--- config.mk ---
export PLATFORM = sky130hd
export DESIGN_NAME = lif_array_sched_flat
export DESIGN_NICKNAME = d
export VERILOG_FILES = /design/src/rtl/lif_pkg.sv /design/src/rtl/lif_array_sched_if.sv /design/src/rtl/lif_update_unit.sv /design/src/rtl/lif_array_sched.sv /design/src/flat_wrapper.sv
export SDC_FILE = /design/constraint.sdc
export NUM_CORES = 1
export LEC_CHECK = 0
export CORE_MARGIN = 1
export CORE_UTILIZATION = 50
export DETAILED_ROUTE_END_ITERATION = 6
export MAX_ROUTING_LAYER = met4
export PLACE_DENSITY_LB_ADDON = 0.1
export SYNTH_ARGS = -nofsm -noshare
export SYNTH_HDL_FRONTEND = slang
export SYNTH_SLANG_ARGS = --single-unit
export TNS_END_PERCENT = 5
--- constraint.sdc ---
create_clock -name clk -period 4.9 [get_ports clk]
set_input_delay 0.98 -clock clk [delete_from_list [all_inputs] [get_ports clk]]
set_output_delay 0.98 -clock clk [all_outputs]
set_load 0.05 [all_outputs]
--- src/rtl/lif_pkg.sv ---
// Shared types and helpers for the time-multiplexed leaky-integrate-and-fire scheduler.
package lif_pkg;

    localparam int LIF_WIDTH = 8;

    typedef enum logic [1:0] {
        ST_IDLE    = 2'd0,
        ST_SWEEP   = 2'd1,
        ST_PUBLISH = 2'd2
    } fsm_e;

    // Index width, kept at least 1 so a degenerate neuron count still yields a legal vector.
    function automatic int idx_w(input int n);
        return (n > 1) ? $clog2(n) : 1;
    endfunction

    // Unsigned add clamped to w bits; operands are zero-extended by the caller.
    function automatic logic [31:0] sat_add(input logic [31:0] a, input logic [31:0] b, input int w);
        logic [32:0] sum;
        logic [32:0] lim;
        sum = {1'b0, a} + {1'b0, b};
        lim = (33'd1 << w) - 33'd1;
        return (sum > lim) ? lim[31:0] : sum[31:0];
    endfunction

endpackage

--- src/rtl/lif_array_sched_if.sv ---
// Current-input, tick, spike-output and debug-read bundle for lif_array_sched.
interface lif_array_sched_if #(
    parameter int N_NEURONS = 4,
    parameter int WIDTH     = lif_pkg::LIF_WIDTH
);
    localparam int IDX_W = lif_pkg::idx_w(N_NEURONS);

    logic                 cur_valid;
    logic                 cur_ready;
    logic [IDX_W-1:0]     cur_idx;
    logic [WIDTH-1:0]     cur_data;
    logic                 tick;
    logic [WIDTH-1:0]     threshold;
    logic [N_NEURONS-1:0] spikes;
    logic                 spikes_valid;
    logic                 busy;
    logic                 overrun;
    logic [IDX_W-1:0]     rd_idx;
    logic [WIDTH-1:0]     rd_state;

    modport master (
        output cur_valid, cur_idx, cur_data, tick, threshold, rd_idx,
        input  cur_ready, spikes, spikes_valid, busy, overrun, rd_state
    );

    modport slave (
        input  cur_valid, cur_idx, cur_data, tick, threshold, rd_idx,
        output cur_ready, spikes, spikes_valid, busy, overrun, rd_state
    );
endinterface

--- src/rtl/lif_update_unit.sv ---
// Single-neuron leak + integrate + saturate + threshold/refractory decision.
// Latency: combinational; no backpressure.
module lif_update_unit
    import lif_pkg::*;
#(
    parameter int WIDTH      = LIF_WIDTH,
    parameter int LEAK_SHIFT = 1,
    parameter int REFRACT    = 2,
    parameter int RW         = 2
) (
    input  logic [WIDTH-1:0] state,
    input  logic [WIDTH-1:0] pending,
    input  logic [RW-1:0]    refr,
    input  logic [WIDTH-1:0] threshold,
    output logic [WIDTH-1:0] next_state,
    output logic [RW-1:0]    next_refr,
    output logic             spike
);

    logic [WIDTH-1:0] leaked;
    logic [WIDTH-1:0] sum;

    always_comb begin
        leaked     = state >> LEAK_SHIFT;
        sum        = WIDTH'(sat_add(32'(pending), 32'(leaked), WIDTH));
        next_state = sum;
        next_refr  = refr;
        spike      = 1'b0;
        // A refractory neuron discards its integrated input for this step.
        if (refr != '0) begin
            next_state = '0;
            next_refr  = refr - RW'(1);
        end else if ((threshold != '0) && (sum >= threshold)) begin
            next_state = '0;
            next_refr  = RW'(REFRACT);
            spike      = 1'b1;
        end
    end

endmodule

--- src/rtl/lif_array_sched.sv ---
// Shares one LIF update unit across N_NEURONS membranes; sweeps one neuron per cycle per tick.
// Latency: tick at t -> spikes_valid at t+N+1; cur_ready low while sweeping, one tick may queue.
module lif_array_sched
    import lif_pkg::*;
#(
    parameter int N_NEURONS  = 4,
    parameter int WIDTH      = LIF_WIDTH,
    parameter int LEAK_SHIFT = 1,
    parameter int REFRACT    = 2
) (
    input  logic              clk,
    input  logic              reset_n,
    lif_array_sched_if.slave  bus
);

    localparam int IDX_W = idx_w(N_NEURONS);
    localparam int RW    = (REFRACT > 0) ? $clog2(REFRACT + 1) : 1;

    fsm_e                 fsm_q, fsm_d;
    logic [WIDTH-1:0]     state_q [N_NEURONS];
    logic [WIDTH-1:0]     state_d [N_NEURONS];
    logic [WIDTH-1:0]     pend_q  [N_NEURONS];
    logic [WIDTH-1:0]     pend_d  [N_NEURONS];
    logic [RW-1:0]        refr_q  [N_NEURONS];
    logic [RW-1:0]        refr_d  [N_NEURONS];
    logic [IDX_W-1:0]     idx_q, idx_d;
    logic [N_NEURONS-1:0] shadow_q, shadow_d;
    logic [N_NEURONS-1:0] spikes_q, spikes_d;
    logic                 tick_pend_q, tick_pend_d;
    logic                 overrun_q, overrun_d;

    logic [WIDTH-1:0]     u_next_state;
    logic [RW-1:0]        u_next_refr;
    logic                 u_spike;
    logic                 last_idx;
    logic                 start_req;

    assign last_idx  = (idx_q == IDX_W'(N_NEURONS - 1));
    assign start_req = bus.tick | tick_pend_q;

    lif_update_unit #(
        .WIDTH      (WIDTH),
        .LEAK_SHIFT (LEAK_SHIFT),
        .REFRACT    (REFRACT),
        .RW         (RW)
    ) u_update (
        .state      (state_q[idx_q]),
        .pending    (pend_q[idx_q]),
        .refr       (refr_q[idx_q]),
        .threshold  (bus.threshold),
        .next_state (u_next_state),
        .next_refr  (u_next_refr),
        .spike      (u_spike)
    );

    always_ff @(posedge clk) begin
        if (!reset_n) fsm_q <= ST_IDLE;
        else          fsm_q <= fsm_d;
    end

    // A queued tick chains straight from PUBLISH into the next sweep.
    always_comb begin
        fsm_d = fsm_q;
        case (fsm_q)
            ST_IDLE:    if (start_req) fsm_d = ST_SWEEP;
            ST_SWEEP:   if (last_idx)  fsm_d = ST_PUBLISH;
            ST_PUBLISH: fsm_d = start_req ? ST_SWEEP : ST_IDLE;
            default:    fsm_d = ST_IDLE;
        endcase
    end

    always_comb begin
        bus.cur_ready    = (fsm_q == ST_IDLE);
        bus.busy         = (fsm_q != ST_IDLE);
        bus.spikes_valid = (fsm_q == ST_PUBLISH);
    end

    always_comb begin
        state_d     = state_q;
        pend_d      = pend_q;
        refr_d      = refr_q;
        idx_d       = idx_q;
        shadow_d    = shadow_q;
        spikes_d    = spikes_q;
        tick_pend_d = tick_pend_q;
        overrun_d   = overrun_q;
        case (fsm_q)
            ST_IDLE: begin
                if (bus.cur_valid) begin
                    pend_d[bus.cur_idx] = WIDTH'(sat_add(32'(pend_q[bus.cur_idx]),
                                                         32'(bus.cur_data), WIDTH));
                end
                if (start_req) begin
                    tick_pend_d = 1'b0;
                    idx_d       = '0;
                    shadow_d    = '0;
                end
            end
            ST_SWEEP: begin
                state_d[idx_q]  = u_next_state;
                refr_d[idx_q]   = u_next_refr;
                pend_d[idx_q]   = '0;
                shadow_d[idx_q] = u_spike;
                idx_d           = idx_q + IDX_W'(1);
                // spikes is loaded on entry to PUBLISH so it is already current during the pulse.
                if (last_idx) spikes_d = shadow_d;
                if (bus.tick) begin
                    if (tick_pend_q) overrun_d   = 1'b1;
                    else             tick_pend_d = 1'b1;
                end
            end
            ST_PUBLISH: begin
                if (bus.tick && tick_pend_q) overrun_d = 1'b1;
                if (start_req) begin
                    tick_pend_d = 1'b0;
                    idx_d       = '0;
                    shadow_d    = '0;
                end
            end
            default: ;
        endcase
    end

    always_ff @(posedge clk) begin
        if (!reset_n) begin
            state_q     <= '{default: '0};
            pend_q      <= '{default: '0};
            refr_q      <= '{default: '0};
            idx_q       <= '0;
            shadow_q    <= '0;
            spikes_q    <= '0;
            tick_pend_q <= 1'b0;
            overrun_q   <= 1'b0;
        end else begin
            state_q     <= state_d;
            pend_q      <= pend_d;
            refr_q      <= refr_d;
            idx_q       <= idx_d;
            shadow_q    <= shadow_d;
            spikes_q    <= spikes_d;
            tick_pend_q <= tick_pend_d;
            overrun_q   <= overrun_d;
        end
    end

    assign bus.spikes   = spikes_q;
    assign bus.overrun  = overrun_q;
    assign bus.rd_state = state_q[bus.rd_idx];

endmodule

--- src/flat_wrapper.sv ---
// flat-port wrapper written by rule: the top's interface ports become plain ports
module lif_array_sched_flat import lif_pkg::*;
#(
    parameter int N_NEURONS  = 4,
    parameter int WIDTH      = LIF_WIDTH,
    parameter int LEAK_SHIFT = 1,
    parameter int REFRACT    = 2
)
  (clk, reset_n, bus_cur_valid, bus_cur_idx, bus_cur_data, bus_tick, bus_threshold, bus_rd_idx, bus_cur_ready, bus_spikes, bus_spikes_valid, bus_busy, bus_overrun, bus_rd_state);
  lif_array_sched_if #(.N_NEURONS(N_NEURONS), .WIDTH(WIDTH)) bus_i ();
  input  logic clk;
  input  logic reset_n;
  input wire logic [$bits(bus_i.cur_valid)-1:0] bus_cur_valid;
  input wire logic [$bits(bus_i.cur_idx)-1:0] bus_cur_idx;
  input wire logic [$bits(bus_i.cur_data)-1:0] bus_cur_data;
  input wire logic [$bits(bus_i.tick)-1:0] bus_tick;
  input wire logic [$bits(bus_i.threshold)-1:0] bus_threshold;
  input wire logic [$bits(bus_i.rd_idx)-1:0] bus_rd_idx;
  output wire logic [$bits(bus_i.cur_ready)-1:0] bus_cur_ready;
  output wire logic [$bits(bus_i.spikes)-1:0] bus_spikes;
  output wire logic [$bits(bus_i.spikes_valid)-1:0] bus_spikes_valid;
  output wire logic [$bits(bus_i.busy)-1:0] bus_busy;
  output wire logic [$bits(bus_i.overrun)-1:0] bus_overrun;
  output wire logic [$bits(bus_i.rd_state)-1:0] bus_rd_state;
  assign bus_i.cur_valid = bus_cur_valid;
  assign bus_i.cur_idx = bus_cur_idx;
  assign bus_i.cur_data = bus_cur_data;
  assign bus_i.tick = bus_tick;
  assign bus_i.threshold = bus_threshold;
  assign bus_i.rd_idx = bus_rd_idx;
  assign bus_cur_ready = bus_i.cur_ready;
  assign bus_spikes = bus_i.spikes;
  assign bus_spikes_valid = bus_i.spikes_valid;
  assign bus_busy = bus_i.busy;
  assign bus_overrun = bus_i.overrun;
  assign bus_rd_state = bus_i.rd_state;
  lif_array_sched #(.N_NEURONS(N_NEURONS), .WIDTH(WIDTH), .LEAK_SHIFT(LEAK_SHIFT), .REFRACT(REFRACT)) u_core (.clk(clk), .reset_n(reset_n), .bus(bus_i));
endmodule
---- Word level (Yosys, flattened, before mapping) ----
Index checks and enable logic that the tools add are counted.
word-level totals
  bits in registers ....................... 86
  input bits .............................. 24
  output and inout bits ................... 16
  word-level logic and storage cells ...... 119
cells by class
  add/subtract/negate cells ............... 4
  $lt $le $gt $ge ......................... 10
  equality and inequality tests ........... 10
  multiplexer cells ....................... 52
  bitwise gates (word level) .............. 6
  reduce and logical (&&, ||, !) cells .... 19
operators by type and width
  kind                number
  $mux 8              14
  $bmux 8 s2          4
  $bwmux 32           2
  $pmux 32 s2         1
  $and 32x32->32      1
  $demux 8 s2         2
  $mux 32             1
  $not 32->32         1
  $gt 9x8->1 const B  2
  $mux 2              8
  $ne 2x1->1 const B  5
  $reduce_bool 2->1   5
  $add 8x7->9         1
  $add 8x8->9         1
  $ge 3x3->1 const B  3
  $mux 1              9
  $not 2->3           3
  $bwmux 8            1
  $ge 8x8->1          1
  $pmux 4 s2          1
  $reduce_and 2->1    4
  $reduce_bool 8->1   1
  $lt 3x1->1 const B  2
  $pmux 2 s3          1
  other kinds (20)    27

---- Longest topological paths before layout ----
Gate-level depths: netlist of run 1.
  word-level depth ........................ 13
  mapped depth ............................ 19
  depth with buffers taken out ............ 17

---- Cells and area by module ----
A second synthesis of run 1 with hierarchy kept.
unflattened totals
  cell total of the unflattened synthesis .. 577
  area, all modules ....................... 5260.0 µm²
by module, submodules not included
  module           instances  cells an instance  area each (µm²)  sequential area each (µm²)
  lif_array_sched  1          481                4488.1           1701.6
  lif_update_unit  1          96                 772.0            0.0

---- Worst setup path before layout of run 1 ----
OpenSTA, ideal clock, no wires.
  path kind ............................... register -> register
  from .................................... register u_core.idx_q[1]
  to ...................................... register u_core.state_q[14] (netlist bit)
  library setup time ...................... 0.117 ns
  arrival ................................. 4.360 ns
  data required time ...................... 4.783 ns
  path slack .............................. 0.423 ns
  stages on the path, launching flop included .. 15
  buffers on the path ..................... 2
  period minus slack after synthesis ...... 4.477 ns
  path through ............................ dfxtp_1 -> buf_6 -> buf_1 -> mux4_2 -> ha_1 -> and3_1 -> a221o_1 -> or3_1 -> a31o_2 -> ha_1 -> nand4_1 -> o311ai_2 -> a21oi_2 -> and2_1 -> a32o_1
between the ends
  word-level cells in the longest chain between the ends .. 12
  elaborated cells on any way between the ends .. 24
  classes of those cells .................. add/sub (1); order compare (4); mux (15); bitwise (1); reduce/logical (3)
RTL lines
  element                                        RTL line                                      source
  start, declared                                lif_array_sched.sv:26                         logic [IDX_W-1:0] idx_q, idx_d;
  start signal, assigned                         lif_array_sched.sv:138                        idx_q <= idx_d;
  $not 2->3 (not written as such) (*)            -
  $bmux 8 s2, on equally long branches           lif_array_sched.sv:48, lif_array_sched.sv:47
  $mux 8, on equally long branches (2 in a row)  lif_array_sched.sv:48, lif_array_sched.sv:47
  $add 8x7->9                                    lif_pkg.sv:21                                 sum = {1'b0, a} + {1'b0, b};
  $gt 9x8->1                                     lif_pkg.sv:23                                 return (sum > lim) ? lim[31:0] : sum[31:0];
  $mux 8                                         lif_pkg.sv:23
  $ge 8x8->1                                     lif_update_unit.sv:33                         end else if ((threshold != '0) && (sum >= threshold)) begin
  $logic_and 1x1->1                              lif_update_unit.sv:33
  $mux 8                                         lif_update_unit.sv:33
  $mux 8                                         lif_update_unit.sv:30                         if (refr != '0) begin
  $bwmux 32 (*)                                  lif_array_sched.sv:100                        state_d[idx_q] = u_next_state;
  end signal, assigned                           lif_array_sched.sv:135                        state_q <= state_d;
  end, declared                                  lif_array_sched.sv:20                         logic [WIDTH-1:0] state_q [N_NEURONS];
Every way passes the cells marked *; elsewhere a longest branch is shown, timed or not. The select of a mux whose other input is x is not followed.
A chain may end at the register's enable or synchronous reset.

---- Worst setup path in the final report of run 1 ----
  from .................................... register u_core.idx_q[1]
  to ...................................... register u_core.state_q[12] (netlist bit)
Same word-level chain as after synthesis.

==> impl_metrics.py, run 1 <==
metrics = {
    "run_status": {
        "status": "finished, final reports clean",
    },
    "floorplanning": {
        "chipWidth_microns": 102,
        "core_area_sq_um": 9730,
        "die_y_microns": 102,
        "io_pins": 40,
        "std_cell_rows": 36,
        "die-area_sq_um": 10400,
        "start_util_pct": 51.6,
    },
    "placed_design": {
        "dp_hpwl_mm": 9.18,
        "placement.io_buffers": 39,
        "gp_congestion": 0.847,
        "preCtsSetupSlack_ns": 0.287,
    },
    "setup_path": {
        "cp-end-kind": "register",
        "r2r.worst_path.cells": 17,
        "timing.rr.end": "u_core.state_q[12]",
        "path_class": "register to register",
        "cp_max_fo": 20,
        "required_ns": 5.18,
        "r2r_setup_slack_ns": 0.37,
        "crit_arrival_ns": 4.81,
        "slowest_stage": "mux4_1",
        "max_stage_delay_ns": 0.59,
        "reg2reg_from": "u_core.idx_q[1]",
        "worst_setup_path_start_kind": "register",
        "critical_path.cell_chain": "buf_12 -> mux4_1 -> ha_1 -> inv_1 -> fa_1 -> nor2b_1 -> o311a_1 -> o21bai_2 -> a21oi_1 -> nor2_2 -> inv_1 -> ha_1 -> a2111oi_1 -> o311ai_4 -> a21oi_2 -> nand2_1 -> o21ai_0",
    },
    "power_and_ir_drop": {
        "p_clk_share_pct": 37.1,
        "internal_power_uw": 1090,
        "p_switching_uw": 417,
        "powerDensity_nw_per_um2": 261,
        "p_comb_share_pct": 15.3,
        "p_leak_uw": 0.00222,
        "max-vdd-ir-drop_v": 0.000149,
        "swShare_pct": 27.7,
        "pwr-share-seq_pct": 47.6,
    },
    "route": {
        "route.met2.wl_mm": 6.01,
        "wl_met3_microns": 510,
        "drc": 0,
        "wl_per_cell_microns": 17.8,
        "wl_mm": 12.7,
        "vias_per_cell": 5.94,
        "top_layer": "met4",
        "ant_nets": 0,
        "first_iter_violations": 292,
        "met1_length_mm": 5.96,
        "dr.pass1.iters": 5,
        "vias": 4233,
    },
    "yosys": {
        "async_flop_share_pct": 0,
        "ys.flop_type": "dfxtp_1",
        "avgSynthCellArea_sq_um": 9.26,
        "synthCells": 542,
        "netlist_area_sq_um": 5020,
        "synth_edf_count": 0,
        "ys_seq_area_share_pct": 33.9,
        "yosys.cell_types.count": 57,
        "ys_ff_latch": 85,
        "ys_warn_count": 0,
        "synth_fp_nets": 595,
    },
    "sta": {
        "tightest_slew_ns": 0.897,
        "min_period_ns": 4.53,
        "fmax_mhz": 221,
        "clock_skew_ns": 0.00821,
        "holdWs_ns": 0.468,
        "final-setup-viol-count": 0,
        "setup_ws_ns": 0.369,
        "finalMaxSlewViolations": 0,
        "rsz0062_at_grt": "false",
        "setup-tns-final_ns": 0,
        "hold_viol": 0,
        "slew_headroom_pct": 40.1,
        "finalCritPeriodShare_pct": 92.5,
    },
    "finish": {
        "fillCellCount": 874,
        "syn2layout_area_growth_pct": 15.2,
        "fin_util_pct": 59.4,
        "drive_gt1_share_pct": 12.4,
        "regArea_sq_um": 1700,
        "multiInputGateArea_sq_um": 3130,
        "nets": 628,
        "antenna_cells": 0,
    },
    "min_path": {
        "min_path_type": "register to register",
        "min_path_cells": 2,
        "min_to": "u_core.refr_q[2]",
        "hp-start": "u_core.refr_q[2]",
    },
    "global_route": {
        "grt_overflow": 0,
        "grt_util_all_layers_pct": 27.2,
        "grt_pass1_vias": 4088,
        "grt_first_pass_wirelength_mm": 20.8,
        "grt_max_degree": 54,
        "antenna_found_initial": 0,
    },
    "clock_network": {
        "clk_pin_slew_ns": 0.09,
        "cts_buffer_depth": 2,
        "post_cts_buffers": 0,
        "clock_latency_ns": 0.36,
        "cts_tree": "built",
        "cts-htree-levels": 3,
        "cts_resized": 0,
        "postCtsHoldBufs": 0,
        "cts_buffers": 9,
        "root_buffer": "clkbuf_8",
        "cts.sinks": 85,
    },
    "flow_run": {
        "maxCapViolations": 0,
    },
}
-- power by group through the flow --
stage | Clock (uW) | Sequential [uW] | Combinational (uW)
2_1_floorplan | 0 | 729 | 159
3_3_place_gp | 0 | 733 | 225
3_5_place_dp | 0 | 734 | 229
4_1_cts | 567 | 718 | 230
5_1_grt | 597 | 720 | 253
6_report | 560 | 718 | 231
-- cells in the final DEF, fill, tap and decap left out, drive strengths merged, types with 2 or more instances in the layout --
cell type	n
ha	27
a21boi	9
nand3b	3
nor2	34
nand3	27
dfxtp	85
or3b	2
o21bai	2
and2	24
a22oi	12
o211ai	3
fa	2
mux4	33
xnor2	5
bufinv	2
nor4	4
nor3	3
a21o	7
inv	26
nand2b	2
a221o	2
and3	3
nor2b	18
nand2	55
clkinvlp	2
o21ai	61
a32o	8
clkbuf	9
clkdlybuf4s50	38
or2	2
buf	11
nand4	6
a21oi	27
a31oi	3
or3	5
xor2	2
-- routing by layer --
layer | vias up | track usage, %
li1 | 2057 | -
met1 | 2045 | 36.3
met2 | 107 | 42.5
met3 | 24 | 4.79
met4 | 0 | 7.69
met5 | - | -
-- final cells by class --
class / count / area share [%]
Clock inverter: 7 / 1.69
Inverter: 24 / 1.56
Multi-Input combinational cell: 406 / 54.1
Clock buffer: 9 / 2.14
Tap cell: 133 / 2.88
Sequential cell: 85 / 29.4
Timing Repair Buffer: 49 / 8.18
-- cells in the mapped netlist, types with 3 or more instances --
library cell | number | area, sq um
nand3b_1 | 3 | 22.5
inv_1 | 24 | 90.1
mux4_2 | 27 | 608
o21ai_0 | 60 | 300
a22oi_1 | 12 | 90.1
nor2b_1 | 18 | 113
mux4_1 | 6 | 158
o211ai_1 | 3 | 22.5
clkbuf_1 | 21 | 78.8
and2_1 | 24 | 150
nor3_1 | 3 | 15.0
a31oi_1 | 3 | 18.8
nor2_1 | 33 | 124
nand3_1 | 26 | 130
a21o_1 | 7 | 52.6
and3_1 | 3 | 18.8
nor4_1 | 4 | 25.0
dfxtp_1 | 85 | 1700
a32o_1 | 8 | 80.1
nand4_1 | 6 | 37.5
ha_1 | 27 | 338
or3_1 | 5 | 31.3
nand2_1 | 55 | 206
a21oi_2 | 4 | 35.0
xnor2_1 | 5 | 43.8
buf_1 | 4 | 15.0
a21boi_0 | 8 | 60.1
a21oi_1 | 23 | 115
-- metrics by stage --
stage / cells / instance area (sq um) / total power (uW)
after floorplan: 542 / 5020 / 888
after global placement: 697 / 5550 / 958
after detailed placement: 697 / 5550 / 963
after CTS: 713 / 5770 / 1510
after global routing: 713 / 5780 / 1570
final: 713 / 5780 / 1510
-- critical path, delay by kind of cell, from the launching register on --
| kind | cells | cell delay, ns |
|---|---|---|
| flip-flops | 1 | 0.38 |
| AO/OA/AOI/OAI | 7 | 2.06 |
| adder cells (fa/ha/maj) | 3 | 0.62 |
| AND/OR/NAND/NOR | 3 | 0.46 |
| multiplexers | 1 | 0.59 |
| buffers and inverters | 3 | 0.35 |
-- state kept, by name (all words and copies together), names as in the netlist --
name	flops
u_core.bus.overrun	1
u_core.bus.spikes	4
u_core.fsm_q	2
u_core.idx_q	2
u_core.pend_q	32
u_core.refr_q	8
u_core.shadow_q	3
u_core.state_q	32
u_core.tick_pend_q	1
-- how the worst max path moves through the flow --
| stage | to | slack [ns] | from | cells after the start |
|---|---|---|---|---|
| global route | u_core.state_q[13] | 0.005 | u_core.idx_q[1] | 17 |
| CTS | u_core.refr_q[7] | 0.23 | u_core.idx_q[1] | 16 |
| detailed placement | u_core.state_q[12] | 0.29 | u_core.idx_q[1] | 17 |
| floorplan | u_core.state_q[14] | 0.42 | u_core.idx_q[1] | 14 |
| global placement | u_core.state_q[14] | 0.39 | u_core.idx_q[1] | 16 |
| finish | u_core.state_q[12] | 0.37 | u_core.idx_q[1] | 17 |
-- cells by family (layout without fill, tap and decap cells) --
family	Yosys count	after routing	synth area share (%)
adder cells (fa/ha/maj)	29	29	7.53
AND/OR/NAND/NOR	192	192	19.4
XOR/XNOR	7	7	1.22
buffers and inverters	51	89	4.04
multiplexers	34	34	15.5
flip-flops	85	85	33.9
AO/OA/AOI/OAI	144	144	18.5
Power figures use the tool's default switching activity.
==> run 2: changes to the inputs <==
==> constraint.sdc (replaced) <==
create_clock -name clk -period 3.7 [get_ports clk]
set_input_delay 0.74 -clock clk [delete_from_list [all_inputs] [get_ports clk]]
set_output_delay 0.74 -clock clk [all_outputs]
set_load 0.05 [all_outputs]
==> run 2 against run 1 <==
  * Wire length increased by 16%
  * Critical endpoint is now u_core.state_q[22]
  * First-iteration DRC count increased by 6.2%
  * Highest routed layer unchanged
  * Sequential power increased by 32%
  * Via count increased by 12%
  * The flow now finishes with violations (negative setup slack)
==> impl_metrics.py, run 2 (synthesis gave the netlist of run 1 again) <==
metrics = {
    "sta": {
        "min_period_ns": 4.04,
        "hold_viol": 0,
        "final-setup-viol-count": 43,
        "setup_ws_ns": -0.336,
        "fmax_mhz": 248,
        "finalCritPeriodShare_pct": 109,
        "clock_skew_ns": 0.0108,
        "rsz0062_at_grt": "true",
        "slew_headroom_pct": 41.6,
        "holdWs_ns": 0.458,
        "finalMaxSlewViolations": 0,
        "tightest_slew_ns": 0.873,
    },
    "route": {
        "vias_per_cell": 5.90,
        "ant_nets": 0,
        "wl_per_cell_microns": 18.3,
        "first_iter_violations": 310,
        "dr.pass1.iters": 5,
        "vias": 4739,
        "wl_mm": 14.7,
        "drc": 0,
    },
    "setup_path": {
        "cp_max_fo": 6,
        "path_class": "register to register",
        "worst_setup_path_start_kind": "register",
        "crit_arrival_ns": 4.28,
        "slowest_stage": "mux4_2",
        "cp-end-kind": "register",
        "required_ns": 3.95,
        "critical_path.cell_chain": "buf_6 -> buf_6 -> mux4_2 -> ha_4 -> and3_1 -> a221o_1 -> or3_1 -> a31o_4 -> ha_4 -> nand4_1 -> o311ai_4 -> buf_12 -> a21oi_4 -> and2_1 -> a32o_1",
        "r2r_setup_slack_ns": -0.34,
        "crit_start": "u_core.idx_q[1]",
        "reg2reg_from": "u_core.idx_q[1]",
        "max_stage_delay_ns": 0.54,
    },
    "finish": {
        "syn2layout_area_growth_pct": 35.5,
        "drive_gt1_share_pct": 31.5,
        "design_area_sq_um": 6800,
        "layout_commonest_cell": "buf_4",
        "fillCellCount": 782,
        "antenna_cells": 0,
        "nets": 718,
        "final_cell_mix": "buf_4 (99), dfxtp_1 (83), nand2_1 (54), o21ai_0 (44), clkdlybuf4s50_1 (30)",
        "largestRegisters": "u_core.pend_q: 32 flops, u_core.state_q: 32 flops, u_core.refr_q: 8 flops",
    },
    "placed_design": {
        "postPlaceCellArea_sq_um": 6160,
        "dp_hpwl_mm": 10.7,
        "gp_congestion": 0.864,
        "placement.io_buffers": 39,
    },
    "floorplanning": {
        "die-area_sq_um": 10400,
        "io_pins": 40,
        "start_util_pct": 51.6,
        "core_area_sq_um": 9730,
        "std_cell_rows": 36,
        "chipWidth_microns": 102,
        "die_y_microns": 102,
    },
    "run_status": {
        "violations": "negative setup slack",
        "status": "complete, but fails checks",
    },
    "clock_network": {
        "cts_buffers": 9,
        "clock_latency_ns": 0.36,
        "cts-htree-levels": 3,
        "cts_tree": "built",
        "cts_buffer_depth": 2,
        "root_buffer": "clkbuf_8",
        "cts.sinks": 85,
        "clk_pin_slew_ns": 0.09,
        "postCtsHoldBufs": 0,
    },
    "global_route": {
        "grt_overflow": 0,
        "grt_pass1_vias": 4566,
        "grt_util_all_layers_pct": 29.9,
        "antenna_found_initial": 0,
        "grt_first_pass_wirelength_mm": 23.1,
        "grt_max_degree": 58,
    },
    "power_and_ir_drop": {
        "max-vdd-ir-drop_v": 0.000273,
        "powerDensity_nw_per_um2": 309,
        "p_leak_uw": 0.00272,
    },
    "flow_run": {
        "maxCapViolations": 0,
    },
    "min_path": {
        "hp-start": "u_core.bus.spikes[3]",
        "min_path_type": "register to register",
    },
}
==> run 2: power breakdown <==
part	switching [uW]	total [uW]	internal, uW
registers	16.9	950	933
clock network	352	758	406
logic	209	394	184
total	578	2100	1520
==> run 2: per-layer routing <==
metal  GRT usage, %  share of wire, %  up-vias  wire (microns)
li1               -                 -     2246               -
met4           9.12               1.6        0             228
met3           4.17               4.7       21             685
met2           48.5                49      155            7150
met1           38.7                45     2317            6610
met5              -                 0        -               0
==> run 2: through the flow <==
step	setup WS [ns]	cells	power [uW]	TNS, ns	util [%]
5_1_grt	-0.422	803	2180	-15.09	69.9
4_1_cts	-0.299	794	2090	-9.42	67.6
6_report	-0.336	803	2100	-10.83	69.9
3_3_place_gp	-0.297	771	1320	-12.19	63.4
2_1_floorplan	-0.127	542	1180	-2.48	-
3_5_place_dp	-0.435	771	1330	-18.59	63.4
==> run 2: final timing paths <==
check,endpoint,depth (start not counted)
worst min-delay path,u_core.bus.spikes[3],2
worst max-delay path,u_core.state_q[22],15
worst min register to register,u_core.bus.spikes[3],2
worst max register to register,u_core.state_q[22],15
==> run 2: cell type report <==
| class | instances | area, sq um | area share [%] |
|---|---|---|---|
| multi-input cells | 406 | 3430 | 50.4 |
| flip-flops and latches | 85 | 1710 | 25.1 |
| repair buffers | 139 | 1180 | 17.3 |
| well taps | 133 | 166 | 2.45 |
| clock buffers | 10 | 138 | 2.02 |
| clock inverters | 6 | 93.8 | 1.38 |
| inverters | 24 | 90.1 | 1.32 |
==> run 2: worst max-delay path, delay by kind of cell, from the launching register on <==
kind            cells  cell delay, ns
buf+inv             3            0.42
mux                 1            0.54
fa+ha+maj           2            0.53
flops               1            0.37
simple gates        4            0.89
compound gates      5            1.17
==> run 2: timing repair <==
action | CTS | global route
setup buffers | 7 | 9
resized for setup | 38 | 32
hold endpoints to repair | 0 | 0
pin swaps | 20 | 18
endpoints found under the setup margin | 43 | 52
==> run 3: changes to the inputs <==
--- a/config.mk
+++ b/config.mk
@@ -5,7 +5,7 @@
 export SDC_FILE = /design/constraint.sdc
 export NUM_CORES = 1
 export LEC_CHECK = 0
-export CORE_MARGIN = 1
+export CORE_ASPECT_RATIO = 1.4
 export CORE_UTILIZATION = 50
 export DETAILED_ROUTE_END_ITERATION = 6
 export MAX_ROUTING_LAYER = met4
==> run 3 against run 2 <==
  * The flow still finishes with violations (negative setup slack)
  * Sequential cell count unchanged
  * Die area about the same
  * Via count up 1.6%
  * Combinational power up 2%
  * First-iteration DRC count down 19%
  * Critical path type unchanged
  * Setup slack worse by 0.13 ns
  * Critical endpoint is now u_core.state_q[25]
==> impl_metrics.py, run 3 (synthesis gave the netlist of run 1 again) <==
metrics = {
    "run_status": {
        "status": "complete, but fails checks",
        "violations": "negative setup slack",
    },
    "sta": {
        "finalCritPeriodShare_pct": 113,
        "fmax_mhz": 240,
        "setup_ws_ns": -0.466,
        "rsz0062_at_grt": "true",
        "final-setup-viol-count": 43,
        "min_period_ns": 4.17,
        "clock_skew_ns": 0.00686,
        "hold_viol": 0,
        "tightest_slew_ns": 0.983,
        "setup-tns-final_ns": -16.10,
        "slew_headroom_pct": 34.3,
        "finalMaxSlewViolations": 0,
    },
    "floorplanning": {
        "chipWidth_microns": 86.7,
        "die_y_microns": 121,
        "core_area_sq_um": 9620,
        "io_pins": 40,
        "die-area_sq_um": 10400,
        "start_util_pct": 52.2,
        "std_cell_rows": 42,
    },
    "finish": {
        "nets": 732,
        "final_cell_mix": "buf_4 (116), dfxtp_1 (83), nand2_1 (53), o21ai_0 (47), nor2_1 (31)",
        "regArea_sq_um": 1710,
        "fin_util_pct": 71.8,
        "drive_gt1_share_pct": 31.0,
        "design_area_sq_um": 6910,
        "antenna_cells": 0,
        "syn2layout_area_growth_pct": 37.6,
        "layout_commonest_cell": "buf_4",
        "largestRegisters": "u_core.pend_q: 32 flops, u_core.state_q: 32 flops, u_core.refr_q: 8 flops",
        "fillCellCount": 755,
        "multiInputGateArea_sq_um": 3340,
    },
    "global_route": {
        "grt_first_pass_wirelength_mm": 24.3,
        "grt_util_met3_pct": 3.41,
        "busiest_layer": "met2",
        "grt_pass1_vias": 4994,
        "grtUsageMet2_pct": 53.6,
        "antenna_found_initial": 0,
        "use_met1_pct": 34.3,
        "grt_util_all_layers_pct": 31.7,
        "grt_max_degree": 43,
        "grt_overflow": 0,
    },
    "placed_design": {
        "preCtsSetupSlack_ns": -0.583,
        "placement.io_buffers": 39,
        "gp_congestion": 0.923,
        "postPlaceCellArea_sq_um": 6340,
        "dp_hpwl_mm": 11.2,
    },
    "setup_path": {
        "path_class": "register to register",
        "required_ns": 3.98,
        "worst_setup_path_start_kind": "register",
        "cp-end-kind": "register",
        "slowest_stage": "dfxtp_4",
        "critical_path.cell_chain": "buf_6 -> buf_4 -> buf_4 -> mux4_2 -> inv_1 -> fa_2 -> nor2b_1 -> o311a_1 -> o21bai_4 -> buf_4 -> a31oi_2 -> ha_1 -> a2111oi_4 -> o311ai_4 -> buf_12 -> a21oi_4 -> buf_4 -> a22oi_1 -> nor2b_1",
        "worst_path_most_repeated_cell": "buf_4",
        "crit_arrival_ns": 4.45,
        "reg2reg_from": "u_core.idx_q[1]",
        "crit_start": "u_core.idx_q[1]",
        "cp_max_fo": 7,
        "max_stage_delay_ns": 0.38,
    },
    "power_and_ir_drop": {
        "p_leak_uw": 0.00285,
        "powerDensity_nw_per_um2": 342,
        "p_clk_share_pct": 42.8,
        "internal_power_uw": 1750,
        "p_comb_share_pct": 17.0,
        "p_switching_uw": 610,
        "pwr-share-seq_pct": 40.2,
        "swShare_pct": 25.8,
        "max-vdd-ir-drop_v": 0.000274,
    },
    "route": {
        "vias_per_cell": 5.90,
        "wl_mm": 15.2,
        "wl_per_cell_microns": 18.7,
        "first_iter_violations": 251,
        "vias": 4815,
        "dr.pass1.iters": 4,
        "ant_nets": 0,
        "drc": 0,
    },
    "clock_network": {
        "cts-htree-levels": 3,
        "cts_buffers": 9,
        "clock_latency_ns": 0.35,
        "cts.sinks": 85,
        "cts_tree": "built",
        "cts_buffer_depth": 2,
        "clk_pin_slew_ns": 0.06,
        "root_buffer": "clkbuf_16",
    },
    "flow_run": {
        "maxCapViolations": 0,
    },
    "min_path": {
        "hp-start": "u_core.bus.spikes[3]",
        "min_path_type": "register to register",
    },
}
==> run 3: cell count changes in the layout (fill, tap and decap cells not counted), moves of 2 or more <==
cell,before,now
clkbuf_16,0,9
a21oi_2,6,3
buf_4,99,116
o21ai_2,2,0
a21oi_1,16,20
buf_6,6,3
clkbuf_8,10,2
nor2_1,29,31
nor2_2,4,2
a22oi_1,10,12
ha_4,8,5
ha_1,19,21
a22oi_2,2,0
o21ai_0,44,47
==> run 3: worst paths after layout <==
kind / end / slack, ns / depth (start not counted)
setup / recovery: u_core.state_q[25] / -0.47 / 19
setup reg to reg: u_core.state_q[25] / -0.47 / 19
hold reg to reg: u_core.bus.spikes[3] / 0.46 / 2
hold / removal: u_core.bus.spikes[3] / 0.46 / 2
==> run 3: metal layers <==
layer,routed length [microns],share of wire [%]
met1,5780,38
met2,8000,53
met3,610,4.0
met4,844,5.5
met5,0,0
==> run 3: layout make-up <==
class                      count  share of cell area, %
inverter                      24                   1.30
clock buffer                  11                   3.66
timing repair buffer         153                   18.4
multi-input combinational    406                   48.4
sequential                    85                   24.7
tap                          132                   2.39
clock inverter                 5                   1.18
==> run 3: repair_timing <==
action | in CTS | in global routing
endpoints found under the setup margin | 43 | 44
pin swaps | 2 | 13
hold buffers | 0 | 0
cloned | 0 | 0
buffers inserted | 5 | 2
gates resized for setup | 29 | 19
==> run 3: through the flow <==
stage	power, uW	cells	hold slack (ns)
2_1_floorplan	1180	542	0.434
3_3_place_gp	1340	793	0.447
3_5_place_dp	1350	793	0.463
4_1_cts	2350	814	0.463
5_1_grt	2440	816	0.491
6_report	2360	816	0.462
==> run 3: critical path: cells and delay by family, from the launching register on <==
family                   cells  cell delay (ns)
adder cells (fa/ha/maj)      2             0.70
AO/OA/AOI/OAI                7             1.45
flip-flops                   1             0.38
buffers and inverters        7             0.96
AND/OR/NAND/NOR              2             0.34
multiplexers                 1             0.25
==> run 3: power groups by stage <==
stage	combinational, uW	clock (uW)	sequential (uW)
floorplan	218	0	966
finish	402	1010	951
CTS	392	1010	951
global placement	369	0	971
global route	433	1060	953
detailed placement	376	0	972
